$ cat config.mk
export PLATFORM = sky130hd
export DESIGN_NAME = memory_router
export DESIGN_NICKNAME = d
export VERILOG_FILES = /design/src/rtl/memory_router.sv
export SDC_FILE = /design/constraint.sdc
export NUM_CORES = 1
export LEC_CHECK = 0
export ABC_AREA = 1
export CORE_AREA = 8 8 140 142
export CTS_CLUSTER_SIZE = 40
export DETAILED_ROUTE_END_ITERATION = 16
export DIE_AREA = 0 0 148 150
export PLACE_DENSITY = 0.81
export SETUP_SLACK_MARGIN = 0.5
export SYNTH_ARGS = -nofsm -noshare
export SYNTH_HDL_FRONTEND = slang
export SYNTH_SLANG_ARGS = --single-unit
$ cat constraint.sdc
create_clock -name clock -period 2.9 [get_ports clock]
set_clock_uncertainty 0.1 [all_clocks]
set_input_delay 0.58 -clock clock [delete_from_list [all_inputs] [get_ports clock]]
set_output_delay 0.58 -clock clock [all_outputs]
set_load 0.01 [all_outputs]
$ cat src/rtl/memory_router.sv
// Single-master, N-slave memory request router: decodes [base, top) windows,
// forwards a one-cycle request pulse and returns registered data, error or timeout.
module memory_router #(
    parameter int                   slaves    = 4,
    parameter logic [slaves*32-1:0] base_addr = {32'h200000, 32'h100000, 32'h20000, 32'h0},
    parameter logic [slaves*32-1:0] top_addr  = {32'h200010, 32'h100004, 32'h40000, 32'h20000},
    parameter int unsigned          timeout   = 255
) (
    input  logic                   clock,
    input  logic                   reset,
    input  logic                   m_valid,
    input  logic                   m_instr,
    input  logic [31:0]            m_addr,
    input  logic [31:0]            m_wdata,
    input  logic [3:0]             m_wstrb,
    output logic                   m_ready,
    output logic [31:0]            m_rdata,
    output logic                   m_error,
    output logic [slaves-1:0]      s_valid,
    output logic                   s_instr,
    output logic [31:0]            s_addr,
    output logic [31:0]            s_wdata,
    output logic [3:0]             s_wstrb,
    input  logic [slaves-1:0]      s_ready,
    input  logic [slaves*32-1:0]   s_rdata
);

    localparam int SelW = (slaves > 1) ? $clog2(slaves) : 1;

    typedef enum logic [2:0] {IDLE, REQ, WAIT, RESP, ERR} state_t;

    state_t            state_q, state_d;
    logic [SelW-1:0]   sel_q, sel_d;
    logic              sInstr_q, sInstr_d;
    logic [31:0]       sAddr_q, sAddr_d;
    logic [31:0]       sWdata_q, sWdata_d;
    logic [3:0]        sWstrb_q, sWstrb_d;
    logic [31:0]       rdata_q, rdata_d;
    logic [31:0]       waitCnt_q, waitCnt_d;

    logic              hit;
    logic [SelW-1:0]   hitIdx;
    logic [31:0]       hitOffset;
    logic              selReady;
    logic [31:0]       selRdata;

    // Scan from the highest index down so the lowest matching window wins;
    // an empty window (base >= top) can never satisfy both compares.
    always_comb begin
        hit       = 1'b0;
        hitIdx    = '0;
        hitOffset = '0;
        for (int i = slaves - 1; i >= 0; i--) begin
            if (m_addr >= base_addr[i*32 +: 32] && m_addr < top_addr[i*32 +: 32]) begin
                hit       = 1'b1;
                hitIdx    = SelW'(i);
                hitOffset = m_addr - base_addr[i*32 +: 32];
            end
        end
    end

    always_comb begin
        selReady = 1'b0;
        selRdata = '0;
        s_valid  = '0;
        for (int i = 0; i < slaves; i++) begin
            if (sel_q == SelW'(i)) begin
                selReady   = s_ready[i];
                selRdata   = s_rdata[i*32 +: 32];
                s_valid[i] = (state_q == REQ);
            end
        end
    end

    always_comb begin
        state_d   = state_q;
        sel_d     = sel_q;
        sInstr_d  = sInstr_q;
        sAddr_d   = sAddr_q;
        sWdata_d  = sWdata_q;
        sWstrb_d  = sWstrb_q;
        rdata_d   = rdata_q;
        waitCnt_d = waitCnt_q;
        case (state_q)
            IDLE: begin
                waitCnt_d = '0;
                if (m_valid) begin
                    if (hit) begin
                        sel_d    = hitIdx;
                        sInstr_d = m_instr;
                        sAddr_d  = hitOffset;
                        sWdata_d = m_wdata;
                        sWstrb_d = m_wstrb;
                        state_d  = REQ;
                    end else begin
                        rdata_d = '0;
                        state_d = ERR;
                    end
                end
            end
            REQ: begin
                waitCnt_d = '0;
                state_d   = WAIT;
            end
            WAIT: begin
                if (selReady) begin
                    rdata_d = selRdata;
                    state_d = RESP;
                end else if (timeout != 0 && waitCnt_q == timeout - 1) begin
                    rdata_d = '0;
                    state_d = ERR;
                end else if (waitCnt_q != '1) begin
                    waitCnt_d = waitCnt_q + 32'd1;
                end
            end
            RESP:    state_d = IDLE;
            ERR:     state_d = IDLE;
            default: state_d = IDLE;
        endcase
    end

    always_ff @(posedge clock) begin
        if (reset) begin
            state_q   <= IDLE;
            sel_q     <= '0;
            sInstr_q  <= 1'b0;
            sAddr_q   <= '0;
            sWdata_q  <= '0;
            sWstrb_q  <= '0;
            rdata_q   <= '0;
            waitCnt_q <= '0;
        end else begin
            state_q   <= state_d;
            sel_q     <= sel_d;
            sInstr_q  <= sInstr_d;
            sAddr_q   <= sAddr_d;
            sWdata_q  <= sWdata_d;
            sWstrb_q  <= sWstrb_d;
            rdata_q   <= rdata_d;
            waitCnt_q <= waitCnt_d;
        end
    end

    assign m_ready = (state_q == RESP) || (state_q == ERR);
    assign m_error = (state_q == ERR);
    assign m_rdata = rdata_q;
    assign s_instr = sInstr_q;
    assign s_addr  = sAddr_q;
    assign s_wdata = sWdata_q;
    assign s_wstrb = sWstrb_q;

endmodule

==> results of run 1 <==
==> cell families after synthesis <==
group	count (synthesis)
adders and majority gates	11
and+or+nand+nor	595
xor gates and xnor gates	20
AOI/OAI and AO/OA	242
DFF	138
buffers and inverters	125
==> worst max-delay path by stage <==
stage               slack [ns]  depth (start not counted)           to        from
floorplan                 0.61                         14  m_rdata[31]  m_addr[21]
global placement         -0.03                         13   s_addr[29]  m_addr[21]
detailed placement       -0.09                         15  s_wdata[17]  m_addr[21]
CTS                       0.49                          6   s_valid[2]    sel_q[1]
global route              0.39                         13   s_addr[23]   m_addr[7]
finish                    0.50                         15   s_addr[20]  m_addr[21]
==> Yosys cell counts (14+ instances only) <==
cell type and instances:
sky130_fd_sc_hd__a21oi_1 84, sky130_fd_sc_hd__a221oi_1 17, sky130_fd_sc_hd__clkbuf_1 31, sky130_fd_sc_hd__dfxtp_1 138, sky130_fd_sc_hd__inv_1 64, sky130_fd_sc_hd__nand2_1 274
sky130_fd_sc_hd__nand3_1 32, sky130_fd_sc_hd__nand4_1 16, sky130_fd_sc_hd__nor2_1 224, sky130_fd_sc_hd__nor3_1 17, sky130_fd_sc_hd__o211ai_1 16, sky130_fd_sc_hd__o21ai_0 88
sky130_fd_sc_hd__o21ai_1 16, sky130_fd_sc_hd__o22ai_1 14, sky130_fd_sc_hd__xor2_1 14
==> critical path: stages <==
cell	delay (ns)
sky130_fd_sc_hd__dlygate4sd2_1	0.34
sky130_fd_sc_hd__inv_2	0.09
sky130_fd_sc_hd__ha_1	0.22
sky130_fd_sc_hd__inv_1	0.08
sky130_fd_sc_hd__nor2_2	0.05
sky130_fd_sc_hd__nand2_1	0.10
sky130_fd_sc_hd__nand3_1	0.11
sky130_fd_sc_hd__a21oi_2	0.17
sky130_fd_sc_hd__nand2_4	0.10
sky130_fd_sc_hd__nand3_4	0.13
sky130_fd_sc_hd__nand2_8	0.12
sky130_fd_sc_hd__buf_12	0.17
sky130_fd_sc_hd__clkbuf_16	0.18
sky130_fd_sc_hd__nand2_1	0.06
sky130_fd_sc_hd__a21oi_1	0.06
==> state kept, by name, summed over array words and instances, names as in the netlist <==
register,flops
s_instr,1
s_wstrb,4
s_wdata,32
s_addr,32
sel_q,2
m_rdata,32
waitCnt_q,32
state_q,3
==> routing by layer <==
layer / vias to the layer above / global-route usage
met4: 0 / 0.123
met1: 4115 / 0.273
met5: - / 0
li1: 4394 / -
met2: 432 / 0.413
met3: 73 / 0.111
==> cell type report <==
class                      count  area, um^2
clock buffer                  17         425
tap                          229         287
timing repair buffer         356        3670
multi-input combinational    868        4290
inverter                      71         284
antenna                        3        7.51
clock inverter                15         165
sequential                   138        2770
fill                        1498        5640
==> what timing repair did <==
item	CTS	global route
endpoints found under the setup margin	102	112
buffers inserted	0	12
gates cloned	0	5
endpoints found under the hold margin	0	0
resized for setup	19	90
pin swaps	0	11
==> stage by stage <==
step | area [um^2] | hold WS (ns) | worst slack [ns] | TNS, ns
floorplan | 7460 | 0.361 | 0.613 | 0
global placement | 10800 | 0.344 | -0.0260 | -0.0690
detailed placement | 10800 | 0.350 | -0.0911 | -3.79
CTS | 11400 | 0.361 | 0.489 | 0
global route | 11900 | 0.378 | 0.393 | 0
finish | 11900 | 0.356 | 0.497 | 0
==> report_power, final <==
group	internal (W)	switching, W	leakage (nW)
clock network	0.00123	0.000988	0.287
logic	0.000315	0.000219	3.26
registers	0.00190	0.00000366	1.11
==> results by group, run 1 <==
Power and ir drop
  – Total power draw: 0.00465 W
  – Peak VDD IR: 0.000363 V
  – Cell leakage power: 4.66 nW
  – Total power density per cell area: 391 mW/mm^2

Routing
  – Count of routing violations after the opening detailed-route iteration: 564
  – Highest metal used: met4
  – DRC violations left: 0
  – DR vias/cell: 5.31
  – Routed length on met3: 3.43 mm
  – Post-route ant nets: 0
  – Routed wire length per instance: 17.7 um
  – Detailed Route WL: 30.1 mm
  – Detailed-router iteration count before antenna repair: 5
  – Via count: 9014
  – Routed length on met2: 14.2 mm
  – Routed length on met1: 11.4 mm

Finish
  – Share of final-layout standard cells stronger than drive strength 1: 0.106
  – Post-route core utilization: 0.679
  – Final nets: 1667
  – Area grow syn2layout: 59.5%
  – Filler-free cell count of the finished design: 1697
  – Most frequent standard cell in the layout excluding fill and tap cells: sky130_fd_sc_hd__clkdlybuf4s50_1
  – Commonest non-fill, non-tap cells in the layout: sky130_fd_sc_hd__clkdlybuf4s50_1 (289), sky130_fd_sc_hd__nand2_1 (269), sky130_fd_sc_hd__nor2_1 (202)

STA
  – Least-Margin Pin Slew: 0.750 ns
  – Top achievable clock speed: 0.416 GHz
  – Count of endpoints failing setup in the final report: 0
  – Portion of the clock cycle consumed by the worst path in the final layout: 0.829
  – Final-report hold violation count: 0
  – Crit path time final: 2.40 ns
  – Number of max-slew violations in the final report: 0
  – Setup repair after global routing missed its margin: yes
  – Max transition margin: 0.500

Worst setup path
  – Endpoint of the most critical register-to-register path: m_rdata[24]
  – Crit-path max FO: 20
  – Setup slack of the worst register-to-register path: 0.70 ns
  – WP data required: 3.08 ns
  – Critical path class: input port to register
  – Crit end category: register
  – Startpoint Class: input port
  – Startpoint of the worst-slack reg-to-reg timing path: sel_q[1]
  – Worst Reg2Reg Path Length in Cells: 11
  – Arrival @ worst endpoint: 2.58 ns

Placement
  – Total placed cells including tap cells: 1645
  – Routability congestion estimate: 0.928
  – Count of buffers inserted at the top-level ports: 310
  – Placed wire-length estimate: 21.8 mm

Hold path
  – Endpoint, Worst Hold: s_addr[30]
  – Hold Path Cell Cnt: 2
  – Startpoint of the most critical hold path: s_addr[30]
  – Kind of path behind the tightest hold check: register to register

Yosys
  – Post-synthesis cell area: 0.00746 mm^2
  – Fraction of the mapped netlist area in simple logic gates: 0.331
  – Synth Area in Adders: 0.0185
  – EDFF count, synth: 0
  – Post-synth net total: 1346
  – Post-Syn Instances: 1131
  – Top-area cell type share of the netlist area: 0.370
  – Mux contribution to synthesized area: 0
  – Average size of a mapped cell: 6.60 um^2
  – Number of synthesized register bits: 138
  – Top flip-flop cell by instance count after synthesis: sky130_fd_sc_hd__dfxtp_1
  – Area leader, netlist: sky130_fd_sc_hd__dfxtp_1
  – Count of warnings emitted by yosys: 0
  – Share of the synthesized area in compound gates (AO/OA/AOI/OAI): 0.181
  – Xor-xnor portion of the synthesized cell area: 0.0235
  – Combinational family with the most area after synthesis: simple AND/OR/NAND/NOR gates
  – Post-synthesis sequential area ratio: 0.370
  – Post-synth cell types: 39
  – Share of async-settable or async-resettable flops after synthesis: 0
  – Top cells by area in the synthesized netlist: sky130_fd_sc_hd__dfxtp_1 (37%), sky130_fd_sc_hd__nand2_1 (14%), sky130_fd_sc_hd__nor2_1 (11%)

CTS
  – Clock tree from TritonCTS: done
  – Clock-pin slew of the registers on the worst-case setup and hold paths: 0.07 ns
  – Clock tree root buffer cell: sky130_fd_sc_hd__clkbuf_16
  – Number of buffers created by CTS: 17
  – Post-CTS Hold Buffers: 0
  – Number of buffers between clock root and the deepest sink: 2
  – H-tree Lvls: 4
  – Number of clock sinks: 138
  – Source-to-sink clock delay at the later pin of the worst-skew pair: 0.43 ns

Global routing
  – Global-route wire length before repair: 45.1 mm
  – Number of antenna violations at the first check in global routing: 3
  – Overflow after GRT: 0
  – Global-route usage over all layers: 0.251
  – Number of global-route vias before repair: 8875
  – Pin count of the biggest net entering global routing: 68

Die
  – Standard-cell row count: 49
  – Effective utilization at floorplan: 0.425
  – Placeable core region: 0.0175 mm^2
  – Top-level port count: 311
  – Die Y: 150 um
  – Die W: 148 um
  – Die Footprint: 0.0222 mm^2

Run
  – Number of max-capacitance violations reported: 0

Run status
  – Run status: finished, final reports clean
Power figures use the tool's default switching activity.
==> inputs of run 2 (changes only) <==
--- a/config.mk
+++ b/config.mk
@@ -6,11 +6,11 @@
 export NUM_CORES = 1
 export LEC_CHECK = 0
 export ABC_AREA = 1
-export CORE_AREA = 8 8 140 142
+export CORE_AREA = 8 8 148 150
 export CTS_CLUSTER_SIZE = 40
 export DETAILED_ROUTE_END_ITERATION = 16
-export DIE_AREA = 0 0 148 150
-export PLACE_DENSITY = 0.81
+export DIE_AREA = 0 0 156 158
+export PLACE_DENSITY = 0.76
 export SETUP_SLACK_MARGIN = 0.5
 export SYNTH_ARGS = -nofsm -noshare
 export SYNTH_HDL_FRONTEND = slang
==> constraint.sdc (replaced) <==
create_clock -name clock -period 1.9 [get_ports clock]
set_clock_uncertainty 0.1 [all_clocks]
set_input_delay 0.38 -clock clock [delete_from_list [all_inputs] [get_ports clock]]
set_output_delay 0.38 -clock clock [all_outputs]
set_load 0.01 [all_outputs]
==> results by group, run 2 (same netlist as run 1, synthesis figures left out) <==
Run status
  – Run status: finished, violations left
  – Failing checks: setup timing

Global routing
  – Met2 layer usage reported by global route: 0.462
  – Most utilized layer in the global route result: met2
  – Number of global-route vias before repair: 9837
  – Global-route usage over all layers: 0.266
  – Global-route track usage on met1: 0.295
  – Met3 Track Usage GR: 0.0920
  – Overflow after GRT: 0
  – Pin count of the biggest net entering global routing: 62
  – Number of antenna violations at the first check in global routing: 2
  – Global-route wire length before repair: 52.0 mm

STA
  – Portion of the clock cycle consumed by the worst path in the final layout: 1.09
  – Setup TNS Final: -12.32 ns
  – Number of max-slew violations in the final report: 0
  – Top achievable clock speed: 0.482 GHz
  – Setup repair after global routing missed its margin: yes
  – Count of endpoints failing setup in the final report: 135
  – Least-Margin Pin Slew: 0.560 ns
  – Min Hold Slack: 0.115 ns
  – Setup ws final: -0.177 ns
  – Crit path time final: 2.08 ns
  – Max transition margin: 0.626
  – Final-report hold violation count: 0

Worst setup path
  – Crit-path max FO: 14
  – Startpoint Class: register
  – Crit end category: register
  – WP data required: 2.15 ns
  – Critical path class: register to register
  – Arrival @ worst endpoint: 2.32 ns

CTS
  – Source-to-sink clock delay at the later pin of the worst-skew pair: 0.43 ns
  – Clock tree root buffer cell: sky130_fd_sc_hd__clkbuf_16
  – Post-CTS Hold Buffers: 0
  – H-tree Lvls: 4
  – Clock-pin slew of the registers on the worst-case setup and hold paths: 0.06 ns
  – Number of buffers between clock root and the deepest sink: 2
  – Number of buffers created by CTS: 17
  – Clock tree from TritonCTS: done
  – Number of clock sinks: 138

Power and ir drop
  – Cell leakage power: 6.26 nW
  – Clock power frac: 0.461
  – Part of the power in combinational logic: 0.157
  – Cell internal power dissipation: 0.00566 W
  – Peak VDD IR: 0.000603 V
  – Total power density per cell area: 504 mW/mm^2
  – Switch share: 0.254
  – Portion of total power attributed to sequential cells: 0.381
  – Net switching power of the design: 0.00192 W

Routing
  – DRC violations left: 0
  – Via count: 10300
  – Count of routing violations after the opening detailed-route iteration: 580
  – Detailed-router iteration count before antenna repair: 7
  – Routed wire length per instance: 20.1 um
  – Post-route ant nets: 0
  – Detailed Route WL: 38.3 mm
  – DR vias/cell: 5.38

Finish
  – Layout Cell Area excl Fill: 0.0150 mm^2
  – Filler instances: 1346
  – Area grow syn2layout: 102%
  – Share of final-layout standard cells stronger than drive strength 1: 0.491
  – Final nets: 1839
  – Most frequent standard cell in the layout excluding fill and tap cells: sky130_fd_sc_hd__nand2_1
  – Commonest non-fill, non-tap cells in the layout: sky130_fd_sc_hd__nand2_1 (192), sky130_fd_sc_hd__clkdlybuf4s50_1 (173), sky130_fd_sc_hd__buf_4 (170)

Placement
  – Routability congestion estimate: 0.944
  – Placed wire-length estimate: 23.5 mm
  – Count of buffers inserted at the top-level ports: 310
  – Worst slack at placement: -0.825 ns
  – Post-detailed-placement cell area: 0.0119 mm^2

Die
  – Top-level port count: 311
  – Die Y: 158 um
  – Standard-cell row count: 52
  – Effective utilization at floorplan: 0.378
  – Die W: 156 um
  – Die Footprint: 0.0246 mm^2
  – Placeable core region: 0.0197 mm^2

Run
  – Number of max-capacitance violations reported: 0

Hold path
  – Kind of path behind the tightest hold check: input port to register
run 2: cell types whose count changed in the layout (fill, tap and decap cells not counted), sizes merged:
cell           before  now
diode               3    2
buf                42  324
clkinv              1    6
clkdlybuf4s50     289  173
bufinv              1    3
inv                82   72
clkinvlp            2    5
clkbuf             23   32
clkdlybuf4s15       0    8
dlymetal6s2s       14    6
dlygate4sd2         5    2
run 2: power by group through the flow:
stage / Combinational (W) / Clock (W) / Sequential [W]
2_1_floorplan: 0.000272 / 0 / 0.00297
3_3_place_gp: 0.000870 / 0 / 0.00297
3_5_place_dp: 0.000879 / 0 / 0.00297
4_1_cts: 0.00102 / 0.00352 / 0.00289
5_1_grt: 0.00125 / 0.00365 / 0.00289
6_report: 0.00119 / 0.00350 / 0.00289
run 2: layout make-up:
class | instances | area (um^2) | area share
tap | 270 | 338 | 0.0225
inverter | 71 | 322 | 0.0214
clock buffer | 18 | 439 | 0.0292
clock inverter | 14 | 170 | 0.0113
multi-input combinational | 868 | 5650 | 0.376
antenna | 2 | 5.00 | 0.000333
sequential | 138 | 2920 | 0.194
timing repair buffer | 527 | 5180 | 0.345
timing repair inverter | 1 | 11.3 | 0.000749
run 2: repair_timing:
action | in CTS | in global routing
cloned | 9 | 11
buffers inserted | 30 | 34
resized for setup | 396 | 679
pin swaps | 95 | 71
endpoints found under the setup margin | 245 | 241
run 2: final timing paths:
check	start	endpoint	slack [ns]	cells after the start
worst max-delay path	sel_q[1]	waitCnt_q[31]	-0.18	11
worst min-delay path	reset	waitCnt_q[9]	0.12	2
worst min register to register	s_addr[26]	s_addr[26]	0.34	2
worst max register to register	sel_q[1]	waitCnt_q[31]	-0.18	11
run 2: per-layer routing:
metal,vias to the layer above,share of wire
li1,4728,-
met1,4930,0.37
met2,482,0.50
met3,123,0.087
met4,0,0.051
met5,-,0
run 2: through the flow:
stage,utilization,power [W],std cells
global route,0.763,0.00780,1909
CTS,0.681,0.00744,1862
finish,0.763,0.00758,1909
global placement,0.604,0.00384,1791
floorplan,-,0.00324,1131
detailed placement,0.604,0.00385,1791
run 2: critical path: stages (launching register included):
cell and delay, ns:
sky130_fd_sc_hd__dfxtp_4 0.40, sky130_fd_sc_hd__nand2_4 0.10, sky130_fd_sc_hd__inv_4 0.05, sky130_fd_sc_hd__nand2_2 0.05, sky130_fd_sc_hd__nand4_1 0.21, sky130_fd_sc_hd__nand2_2 0.21
sky130_fd_sc_hd__nand2_2 0.08, sky130_fd_sc_hd__nor2_4 0.27, sky130_fd_sc_hd__buf_12 0.19, sky130_fd_sc_hd__buf_12 0.11, sky130_fd_sc_hd__nand2_1 0.05, sky130_fd_sc_hd__a21oi_1 0.15
